--- config.mk ---
export PLATFORM = sky130hd
export DESIGN_NAME = systolic_feed_scheduler
export DESIGN_NICKNAME = d
export VERILOG_FILES = /design/src/rtl/systolic_feed_scheduler.sv
export SDC_FILE = /design/constraint.sdc
export NUM_CORES = 1
export LEC_CHECK = 0
export BUFFER_PORTS_ARGS = -buffer_cell sky130_fd_sc_hd__buf_2
export CORE_ASPECT_RATIO = 0.75
export CORE_MARGIN = 1
export CORE_UTILIZATION = 31
export CTS_CLUSTER_DIAMETER = 200
export DETAILED_ROUTE_END_ITERATION = 10
export PLACE_DENSITY = 0.55
export REMOVE_ABC_BUFFERS = 1
export SETUP_SLACK_MARGIN = 0.1
export SLEW_MARGIN = 20
export SYNTH_ARGS = -nofsm -noshare
export SYNTH_HDL_FRONTEND = slang
export SYNTH_SLANG_ARGS = --single-unit
--- constraint.sdc ---
create_clock -name clk -period 3.7 [get_ports clk]
set_input_delay 0.37 -clock clk [delete_from_list [all_inputs] [get_ports clk]]
set_output_delay 0.37 -clock clk [all_outputs]
set_load 0.03 [all_outputs]
--- src/rtl/systolic_feed_scheduler.sv ---
// Skewed per-row feed scheduler for a ROWS x COLS systolic array. Define
// SCHED_STALL_CNT_EN to add the 16-bit saturating stall_cycles counter output.
module systolic_feed_scheduler #(
  parameter int ROWS  = 4,
  parameter int COLS  = 4,
  parameter int LEN_W = 8
) (
  input  logic             clk,
  input  logic             rst,
  input  logic             start,
  input  logic [LEN_W-1:0] tile_len,
  input  logic [ROWS-1:0]  stall_in,
  output logic [ROWS-1:0]  feed,
  output logic             busy,
  output logic             done,
  output logic [1:0]       dbg_state
`ifdef SCHED_STALL_CNT_EN
  ,
  output logic [15:0]      stall_cycles
`endif
);

  // t must reach (2^LEN_W-1)+ROWS-2 without wrapping.
  localparam int T_W = LEN_W + $clog2(ROWS + 1);
  localparam int D_W = $clog2(COLS + 2);

  typedef enum logic [1:0] {
    IDLE  = 2'd0,
    FEED  = 2'd1,
    DRAIN = 2'd2,
    DONE  = 2'd3
  } state_t;

  state_t           state_q;
  logic [LEN_W-1:0] len_q;
  logic [T_W-1:0]   t_q;
  logic [D_W-1:0]   dcnt_q;

  logic [T_W-1:0]   len_ext;
  logic [T_W-1:0]   last_t;
  logic [ROWS-1:0]  active;
  logic             stall;

  // Handshake: each row consumes one element in every cycle its feed bit is
  // high; stall_in[r] vetoes the whole step only while row r is active.
  always_comb begin
    len_ext = {{(T_W-LEN_W){1'b0}}, len_q};
    last_t  = len_ext + T_W'(ROWS) - T_W'(2);
    active  = '0;
    for (int r = 0; r < ROWS; r++) begin
      active[r] = (t_q >= T_W'(r)) && (t_q < T_W'(r) + len_ext);
    end
    stall = (state_q == FEED) && (|(active & stall_in));
    feed  = '0;
    if ((state_q == FEED) && !stall) begin
      feed = active;
    end
  end

  always_ff @(posedge clk or posedge rst) begin
    if (rst) begin
      state_q <= IDLE;
      len_q   <= '0;
      t_q     <= '0;
      dcnt_q  <= '0;
    end else begin
      case (state_q)
        IDLE: begin
          if (start) begin
            if (tile_len != '0) begin
              len_q   <= tile_len;
              t_q     <= '0;
              state_q <= FEED;
            end else begin
              state_q <= DONE;
            end
          end
        end
        FEED: begin
          if (!stall) begin
            if (t_q == last_t) begin
              dcnt_q  <= '0;
              state_q <= DRAIN;
            end else begin
              t_q <= t_q + T_W'(1);
            end
          end
        end
        DRAIN: begin
          // COLS+1 cycles: consumer read latency plus column propagation.
          if (dcnt_q == D_W'(COLS)) begin
            state_q <= DONE;
          end else begin
            dcnt_q <= dcnt_q + D_W'(1);
          end
        end
        DONE: begin
          state_q <= IDLE;
        end
        default: begin
          state_q <= IDLE;
        end
      endcase
    end
  end

  assign busy      = (state_q != IDLE);
  assign done      = (state_q == DONE);
  assign dbg_state = state_q;

`ifdef SCHED_STALL_CNT_EN
  always_ff @(posedge clk or posedge rst) begin
    if (rst) begin
      stall_cycles <= '0;
    end else if ((state_q == IDLE) && start) begin
      stall_cycles <= '0;
    end else if (stall && (stall_cycles != 16'hFFFF)) begin
      stall_cycles <= stall_cycles + 16'd1;
    end
  end
`endif

endmodule
==> results of run 1 <==
[layout by cell type, fill, tap and decap left out, types with 2 or more instances in the layout]
cell type	n
ha_1	46
nand2_1	38
buf_2	22
dfrtp_1	21
inv_1	19
nor2_1	19
o21ai_0	17
a21oi_1	16
xnor2_1	16
nand3_1	9
nor3_1	8
mux2i_1	8
nand4_1	7
and3_1	6
buf_4	6
nor4_1	5
nand2b_1	5
a21o_1	4
a31oi_1	3
a211oi_1	3
nor4b_1	3
a221o_1	3
nor3b_1	3
clkbuf_8	3
dfrtp_2	3
nor2b_1	2
nor4_2	2
and4_1	2
a22o_1	2
or3_1	2
[cell type report]
class,instances,share of cell area
multi-input cells,256,0.648
inverters,20,0.0254
clock buffers,3,0.0140
flip-flops and latches,24,0.205
repair buffers,28,0.0526
well taps,105,0.0445
clock inverters,1,0.0102
[layer usage]
metal,up-vias,share of wire,global-route usage
met4,0,0.0028,0.0205
li1,1171,-,-
met3,4,0.046,0.0257
met1,1147,0.55,0.258
met5,-,0,0
met2,61,0.40,0.257
[worst register-to-register path, cell delays in order (launching register included)]
cell and delay [ns]:
dfrtp_2 0.42, inv_1 0.13, ha_2 0.24, nor3_2 0.20, xnor2_1 0.14, ha_1 0.26, a211oi_1 0.27, nor2_1 0.08
a31oi_1 0.22, a32oi_2 0.15, buf_4 0.19, and4_1 0.29, and3_1 0.22, a221o_1 0.29
[path summary, 6_finish.rpt]
check                                            from                     to  slack [ns]
min in group clk                          tile_len[6]   len_q[6]$_DFFE_PP0P_        0.32
worst min register to register  dcnt_q[1]$_DFFE_PP0P_  dcnt_q[1]$_DFFE_PP0P_        0.57
max in group asynchronous                         rst   len_q[2]$_DFFE_PP0P_        3.05
worst max register to register   len_q[1]$_DFFE_PP0P_     t_q[8]$_DFFE_PP0P_        0.48
worst max-delay path             len_q[1]$_DFFE_PP0P_                feed[2]        0.25
worst min-delay path                              rst   len_q[5]$_DFFE_PP0P_        0.17
[state kept, by name (all words and copies together), names as in the netlist]
signal / count
len_q: 8
dbg_state: 2
dcnt_q: 3
t_q: 11
[power by group]
group,switching [mW],internal [mW]
registers,0.157,0.344
clock network,0.0976,0.145
logic,0.923,0.631
[kinds of logic after synthesis]
family / count (synthesis) / synth area share
xor+xnor: 17 / 0.0571
buf+inv: 32 / 0.0466
flops: 24 / 0.230
fa+ha+maj: 47 / 0.226
compound gates: 61 / 0.155
simple gates: 123 / 0.255
mux: 8 / 0.0307
[per-stage QoR]
stage	setup slack, ns	instance area (µm²)	power, mW	instances
after global placement	0.454	2830	1.96	431
after floorplan	0.720	2560	1.57	300
final	0.245	2950	2.30	437
after detailed placement	0.341	2830	1.98	431
after global routing	0.0934	2950	2.51	437
after CTS	0.121	2910	2.25	436
[what timing repair did]
item | 4_1_cts | 5_1_grt
buffers inserted | 1 | 1
pin swaps | 1 | 1
cloned | 0 | 0
endpoints found under the setup margin | 3 | 4
gates resized for setup | 1 | 8
hold endpoints to repair | 0 | 0
==> impl_metrics.toml, run 1 <==
[sta]
finClkSkew_ns = 0.00270
slew_violations = 0
slew_headroom = 0.358
rsz0062_at_grt = "false"
finalCritPeriodShare = 0.934
hold_viol = 0
worst_slew_pin_slew_ns = 0.957
fin_crit_ns = 3.45
setup_tns_ns = 0
setup_viol = 0
fmax_mhz = 289
fin_hold_ws_ns = 0.173

[critical_path]
cp.depth = 10
slowest_stage = "dfrtp_2"
critPathBufInv = 2
worstPathArrival_ns = 3.08
rr_worst_depth = 13
path_cells = "inv_1, ha_1, ha_1, or3b_2, a21oi_1, o21ai_0, nand3_2, and3_1, and4_1, buf_2"
crit_path_end_kind = "output pin"
cpPeakStageDelay_ns = 0.45
start_kind = "flop"
crit_family = "simple AND/OR/NAND/NOR gates"
path_class = "reg -> out"
critPathRequiredTime_ns = 3.33
path_common_cell = "ha_1"
crit_fanout = 6

[final_layout]
nets = 395
seq_area_um2 = 604
drive_gt1_frac = 0.145
syn2layout_area_growth_pct = 13.2
multiInputGateArea_mm2 = 0.00191
diodes = 0
num-fill-cells = 824
utilization = 0.368

[synth]
yosysWarnings = 0
synth_seq_cells = 24
synth_commonest_cells = "ha_1 (47), nand2_1 (38), dfrtp_1 (24), inv_1 (20), nor2_1 (19)"
yosysMostFrequentCell = "ha_1"
synth_top_area_cell = "dfrtp_1"
synth_edf_count = 0
syn_area_mm2 = 0.00261
synth.avg_cell_area_um2 = 8.35
synthTopCellsByArea = "dfrtp_1 (23%), ha_1 (23%), nand2_1 (5.5%)"
yosys_most_used_dff = "dfrtp_1"
synth_cells = 312
synthDistinctLibCells = 50
synth_seq_area_share = 0.230
synth_top_area_frac = 0.230
postSynth.asyncResetShare = 1.00

[run]
maxCapViolations = 0

[global_route]
globalRouteTotalUtil = 0.170
grt_pass1_wl_um = 11300
antenna_found_initial = 0
overflow = 0
grt_pass1_vias = 2188
grt_max_degree = 27

[power_and_ir_drop]
p_leak_nw = 1.35
vdd_drop_max_v = 0.000551
powerDensity_mw_per_mm2 = 779

[routing]
drtAntennaViolNets = 0
drc_errors = 0
dr.pass1.iters = 4
routed_wl_um = 7090
num_vias = 2383
viasPerCell = 5.45
wl_per_cell_um = 16.2
drt_iter0_markers = 167

[floorplan]
core_region_area_mm2 = 0.00802
num_rows = 28
die_area_mm2 = 0.00878
die_y_um = 81.4
initial_core_util = 0.325
die_w_um = 108
ioPinCount = 23

[worst_hold_path]
hold_path.class = "in -> async"

[clocking]
htreeDepth = 1
cts_root_buf = "clkbuf_8"
hold_buffers = 0
worstSkewPairLatency_ns = 0.28
cts_num_sinks = 24
cts.clk_slew.worst_paths_ns = 0.10
max-clock-path-buffers = 2
cts_buffers = 3
cts_tree = "done"

[run_status]
status = "finished clean"

[placement]
hpwlAfterDp_um = 5550
routabilityCongestion = 0.862
port_buffers = 22
Power figures use the tool's default switching activity.
==> run 2: changes to the inputs <==
Settings changed: ABC_AREA set to 1.
==> run 2 against run 1 <==
Effect of this change:
- critical path depth rose by 5
- die area rose by 1.9%
- combinational power fell by 11%
- sequential power fell by 8.8%
- sequential share of layout area fell by 0.56 points
- core utilization rose by 0.70 points
- synthesized area rose by 2.0%
- count of clock-buffer cells in the layout did not move
- sequential cell count did not move
- worst hold slack improved by 0.14 ns
- highest routed layer unchanged
==> impl_metrics.toml, run 2 <==
[placement]
placed_cell_area_mm2 = 0.00287
routabilityCongestion = 0.826
port_buffers = 22
pre_cts_ws_ns = 0.322
hpwlAfterDp_um = 5520

[routing]
drt_iter0_markers = 138
wl_per_cell_um = 13.3
viasPerCell = 4.78
dr.pass1.iters = 4
drtAntennaViolNets = 0
routed_wl_um = 7020
drc_errors = 0
num_vias = 2515

[sta]
slew_violations = 0
worst_slew_pin_slew_ns = 0.969
finalCritPeriodShare = 0.909
fmax_mhz = 297
setup_viol = 0
fin_crit_ns = 3.36
setup_tns_ns = 0
rsz0062_at_grt = "false"
hold_viol = 0
finClkSkew_ns = 0.00975
layout_setup_ws_ns = 0.338
slew_headroom = 0.353

[synth]
synth_top_area_frac = 0.226
synth_commonest_cells = "nand2_1 (113), inv_1 (51), ha_1 (47), nor2_1 (46), nand3_1 (32)"
synth.avg_cell_area_um2 = 6.69
synth_seq_area_share = 0.226
synthTopCellsByArea = "dfrtp_1 (23%), ha_1 (22%), nand2_1 (16%)"
yosys_most_used_dff = "dfrtp_1"
postSynth.asyncResetShare = 1.00
syn_area_mm2 = 0.00266
synth_cells = 397
synth_edf_count = 0
synth_top_area_cell = "dfrtp_1"
yosysMostFrequentCell = "nand2_1"
synth_seq_cells = 24
yosysWarnings = 0
synthDistinctLibCells = 27

[power_and_ir_drop]
vdd_drop_max_v = 0.000472
powerDensity_mw_per_mm2 = 710
p_leak_nw = 1.74

[floorplan]
core_region_area_mm2 = 0.00809
num_rows = 28
ioPinCount = 23
initial_core_util = 0.328
die_w_um = 109
die_y_um = 82.2
die_area_mm2 = 0.00895

[critical_path]
path_cells = "inv_1, ha_1, nor2_4, nand2_1, xor2_1, ha_1, nand2_1, nor2_1, nand3_1, nand4_1, nand2_1, nor2_1, nand2_2, nor2_2, buf_2"
start_kind = "flop"
startpoint = "len_q[1]$_DFFE_PP0P_"
crit_fanout = 5
rr_startpoint = "len_q[1]$_DFFE_PP0P_"
path_common_cell = "nand2_1"
crit_path_end_kind = "output pin"
critPathRequiredTime_ns = 3.33
crit_family = "simple AND/OR/NAND/NOR gates"
critPathBufInv = 2
slowest_stage = "dfrtp_1"
worstPathArrival_ns = 2.99
path_class = "reg -> out"
cpPeakStageDelay_ns = 0.40
r2r_slack_ns = 0.71

[global_route]
overflow = 0
antenna_found_initial = 0
grt_max_degree = 25
grt_pass1_wl_um = 11600
globalRouteTotalUtil = 0.167
grt_pass1_vias = 2350

[clocking]
max-clock-path-buffers = 2
cts_tree = "done"
worstSkewPairLatency_ns = 0.26
htreeDepth = 1
cts_buffers = 3
cts.clk_slew.worst_paths_ns = 0.07
cts_root_buf = "clkbuf_16"
cts_num_sinks = 24

[final_layout]
nets = 484
layout_common_cells = "nand2_1 (112), inv_1 (48), ha_1 (46)"
reg.largest.list = "t_q x11, len_q x8, dcnt_q x3"
utilization = 0.375
diodes = 0
final_common_cell = "nand2_1"
post-route-cell-area_mm2 = 0.00303
drive_gt1_frac = 0.119
largest-register = "t_q"
syn2layout_area_growth_pct = 14.1
largest_reg_flops = 11

[worst_hold_path]
hold_path.class = "in -> async"

[run]
maxCapViolations = 0

[run_status]
status = "finished clean"
run 2: through the flow:
stage               hold slack, ns  power [mW]  std cells
detailed placement           0.504        1.77        520
global placement             0.497        1.77        520
floorplan                    0.385        1.41        392
finish                       0.313        2.15        526
global route                 0.378        2.39        526
CTS                          0.366        2.11        524
run 2: worst paths after layout:
kind | end | cells past startpoint
min | len_q[5]$_DFFE_PP0P_ | 2
max reg2reg | t_q[7]$_DFFE_PP0P_ | 17
max | feed[2] | 15
min reg2reg | dcnt_q[1]$_DFFE_PP0P_ | 2
max in group asynchronous | len_q[0]$_DFFE_PP0P_ | 2
min in group clk | len_q[6]$_DFFE_PP0P_ | 3
run 2: cells by family after synthesis:
group / Yosys count / synth area share
compound gates: 40 / 0.0786
xor+xnor: 16 / 0.0527
fa+ha+maj: 47 / 0.221
buf+inv: 57 / 0.0857
flops: 24 / 0.226
simple gates: 213 / 0.336
run 2: per-layer routing:
metal | vias to the layer above | global-route usage | part of all wire | routed length (µm)
li1 | 1321 | - | - | -
met1 | 1136 | 0.251 | 0.53 | 3740
met2 | 54 | 0.255 | 0.41 | 2870
met3 | 4 | 0.0243 | 0.053 | 374
met4 | 0 | 0.0230 | 0.0053 | 37
met5 | - | 0 | 0 | 0
run 2: repair_timing:
item                       in CTS  in global routing
buffers inserted                0                  2
setup endpoints to repair       4                  4
hold buffers                    0                  0
resized for setup               1                 16
pin swaps                       0                  1
run 2: worst reg2reg max path, cell delays in order (launching register included):
cell,delay (ns)
dfrtp_1,0.40
inv_1,0.15
ha_1,0.29
nor2_4,0.18
nand2_1,0.08
xor2_1,0.15
ha_1,0.29
a21oi_1,0.17
nand2_1,0.08
a21oi_1,0.16
nand4_1,0.12
nand2_1,0.12
inv_1,0.05
nand3_1,0.07
nand2_2,0.19
nand2_2,0.28
nand2_1,0.08
nand2_1,0.07
run 2: cell type report:
| class | count | area [µm²] |
|---|---|---|
| clock buffers | 3 | 75.1 |
| clock inverters | 1 | 30.0 |
| fillers | 860 | 5060 |
| inverters | 52 | 195 |
| multi-input cells | 316 | 1860 |
| flip-flops and latches | 24 | 604 |
| well taps | 105 | 131 |
| repair buffers | 25 | 138 |
run 2: power by group:
part           leakage, nW  internal [mW]  switching (mW)
clock               0.0511          0.215           0.105
combinational         1.38          0.477           0.899
sequential           0.304          0.339           0.116
total                 1.74           1.03            1.12
==> run 3: changes to the inputs <==
Settings changed: MAX_ROUTING_LAYER set to met4, RECOVER_POWER set to 50.
==> run 3 against run 2 <==
Effect of this change:
- register-to-register slack got worse by 0.02 ns
- critical endpoint unchanged
- maximum frequency down 1.1%
- core utilization shrank 0.062 points
- via count grew 1.1%
- wire length fell by 0.16%
- count of clock-buffer cells in the layout unchanged
- cell count unchanged
- combinational power hardly changed
- largest cell class unchanged
- worst hold slack improved by 0.0036 ns
- design area is 0.17% lower
- non-clock buffer count is the same
- total power fell by 0.21%
==> impl_metrics.toml, run 3 (synthesized netlist as in run 2, its figures left out) <==
[sta]
slew_violations = 0
setup_tns_ns = 0
rsz0062_at_grt = "false"
setup_viol = 0
finClkSkew_ns = 0.0101
worst_slew_pin_slew_ns = 0.974
fmax_mhz = 294
hold_viol = 0
fin_crit_ns = 3.40
slew_headroom = 0.350
finalCritPeriodShare = 0.919

[critical_path]
path_cells = "inv_1, ha_1, nor2_4, nand2_1, xor2_1, ha_1, nand2_1, nor2_1, nand3_1, nand4_1, nand2_1, nor2_1, nand2_2, nor2_2, buf_2"
r2r_slack_ns = 0.69
path_common_cell = "nand2_1"
rr_startpoint = "len_q[1]$_DFFE_PP0P_"
start_kind = "flop"
r2r-end = "t_q[7]$_DFFE_PP0P_"
worstSetupEndpoint = "feed[2]"
crit_fanout = 5
cp.depth = 15
startpoint = "len_q[1]$_DFFE_PP0P_"
cpPeakStageDelay_ns = 0.41
rr_worst_depth = 17
crit_family = "simple AND/OR/NAND/NOR gates"
critPathRequiredTime_ns = 3.33
path_class = "reg -> out"
critPathBufInv = 2
slowest_stage = "dfrtp_1"
worstPathArrival_ns = 3.03
crit_path_end_kind = "output pin"

[final_layout]
largest-register = "t_q"
final_common_cell = "nand2_1"
drive_gt1_frac = 0.109
nets = 484
reg.largest.list = "t_q x11, len_q x8, dcnt_q x3"
layout_common_cells = "nand2_1 (112), inv_1 (48), ha_1 (46)"
num-fill-cells = 862
largest_reg_flops = 11
diodes = 0
syn2layout_area_growth_pct = 13.9
utilization = 0.374

[placement]
hpwlAfterDp_um = 5520
routabilityCongestion = 0.838
port_buffers = 22

[routing]
wl_per_cell_um = 13.3
drt_iter0_markers = 154
viasPerCell = 4.83
drc_errors = 0
drtAntennaViolNets = 0
dr.pass1.iters = 4
routed_wl_um = 7010
num_vias = 2542

[clocking]
cts_num_sinks = 24
worstSkewPairLatency_ns = 0.27
htreeDepth = 1
max-clock-path-buffers = 2
cts.clk_slew.worst_paths_ns = 0.07
cts_root_buf = "clkbuf_16"
cts_tree = "done"
cts_buffers = 3
hold_buffers = 0

[worst_hold_path]
hold_path.class = "in -> async"

[global_route]
grt_max_degree = 25
grt_pass1_vias = 2349
grt_pass1_wl_um = 11600
antenna_found_initial = 0
globalRouteTotalUtil = 0.172
overflow = 0

[run_status]
status = "finished clean"

[floorplan]
die_w_um = 109
die_y_um = 82.2
core_region_area_mm2 = 0.00809
initial_core_util = 0.328
die_area_mm2 = 0.00895
num_rows = 28
ioPinCount = 23

[power_and_ir_drop]
internal_power_mw = 1.03
p_leak_nw = 1.72
swShare = 0.522
powerDensity_mw_per_mm2 = 709
seq_power_share = 0.212
p_clk_frac = 0.150
vdd_drop_max_v = 0.000451
pwr-share-comb = 0.638
netSwitchingPower_mw = 1.12

[run]
maxCapViolations = 0
-- run 3: cell types whose count changed in the layout (fill, tap and decap cells not counted), sizes merged --
cell    change
clkbuf      +4
buf         -4
-- run 3: what timing repair did --
action,4_1_cts,5_1_grt
buffers inserted,0,2
endpoints found under the setup margin,4,4
pin swaps,0,1
resized for setup,1,16
gates cloned,0,0
-- run 3: worst min-delay path by stage --
stage,end,slack (ns)
5_1_grt,len_q[5]$_DFFE_PP0P_,0.38
4_1_cts,len_q[2]$_DFFE_PP0P_,0.37
6_report,len_q[0]$_DFFE_PP0P_,0.32
3_3_place_gp,dcnt_q[1]$_DFFE_PP0P_,0.50
2_1_floorplan,dbg_state[0]$_DFFE_PP0P_,0.38
3_5_place_dp,dcnt_q[1]$_DFFE_PP0P_,0.50
-- run 3: final cells by class --
type | instances | area, µm² | area share
multi-input combinational | 316 | 1860 | 0.614
sequential | 24 | 604 | 0.200
inverter | 52 | 195 | 0.0645
timing repair buffer | 25 | 133 | 0.0438
tap | 105 | 131 | 0.0434
clock buffer | 3 | 75.1 | 0.0248
clock inverter | 1 | 30.0 | 0.00992
-- run 3: routing by layer --
metal	routed length, µm	global-route usage	vias to the layer above	part of all wire
met1	3700	0.252	1150	0.53
li1	-	-	1324	-
met4	51	0.0230	0	0.0073
met5	0	-	-	0
met3	397	0.0243	6	0.057
met2	2870	0.255	62	0.41
-- run 3: per-stage QoR --
step	power (mW)	cell area, µm²	setup slack [ns]	std cells	hold WS (ns)
global placement	1.77	2870	0.307	520	0.497
finish	2.15	3030	0.301	526	0.317
global route	2.38	3030	0.118	526	0.378
detailed placement	1.77	2870	0.322	520	0.504
floorplan	1.41	2630	0.625	392	0.385
CTS	2.11	2980	0.123	524	0.366
-- run 3: power by group through the flow --
stage                     Clock, mW  Combinational (mW)  Sequential (mW)
final                         0.322                1.37            0.455
after global routing          0.334                1.58            0.469
after CTS                     0.329                1.33            0.449
after detailed placement          0                1.31            0.454
after global placement            0                1.31            0.453
after floorplan                   0               0.964            0.444
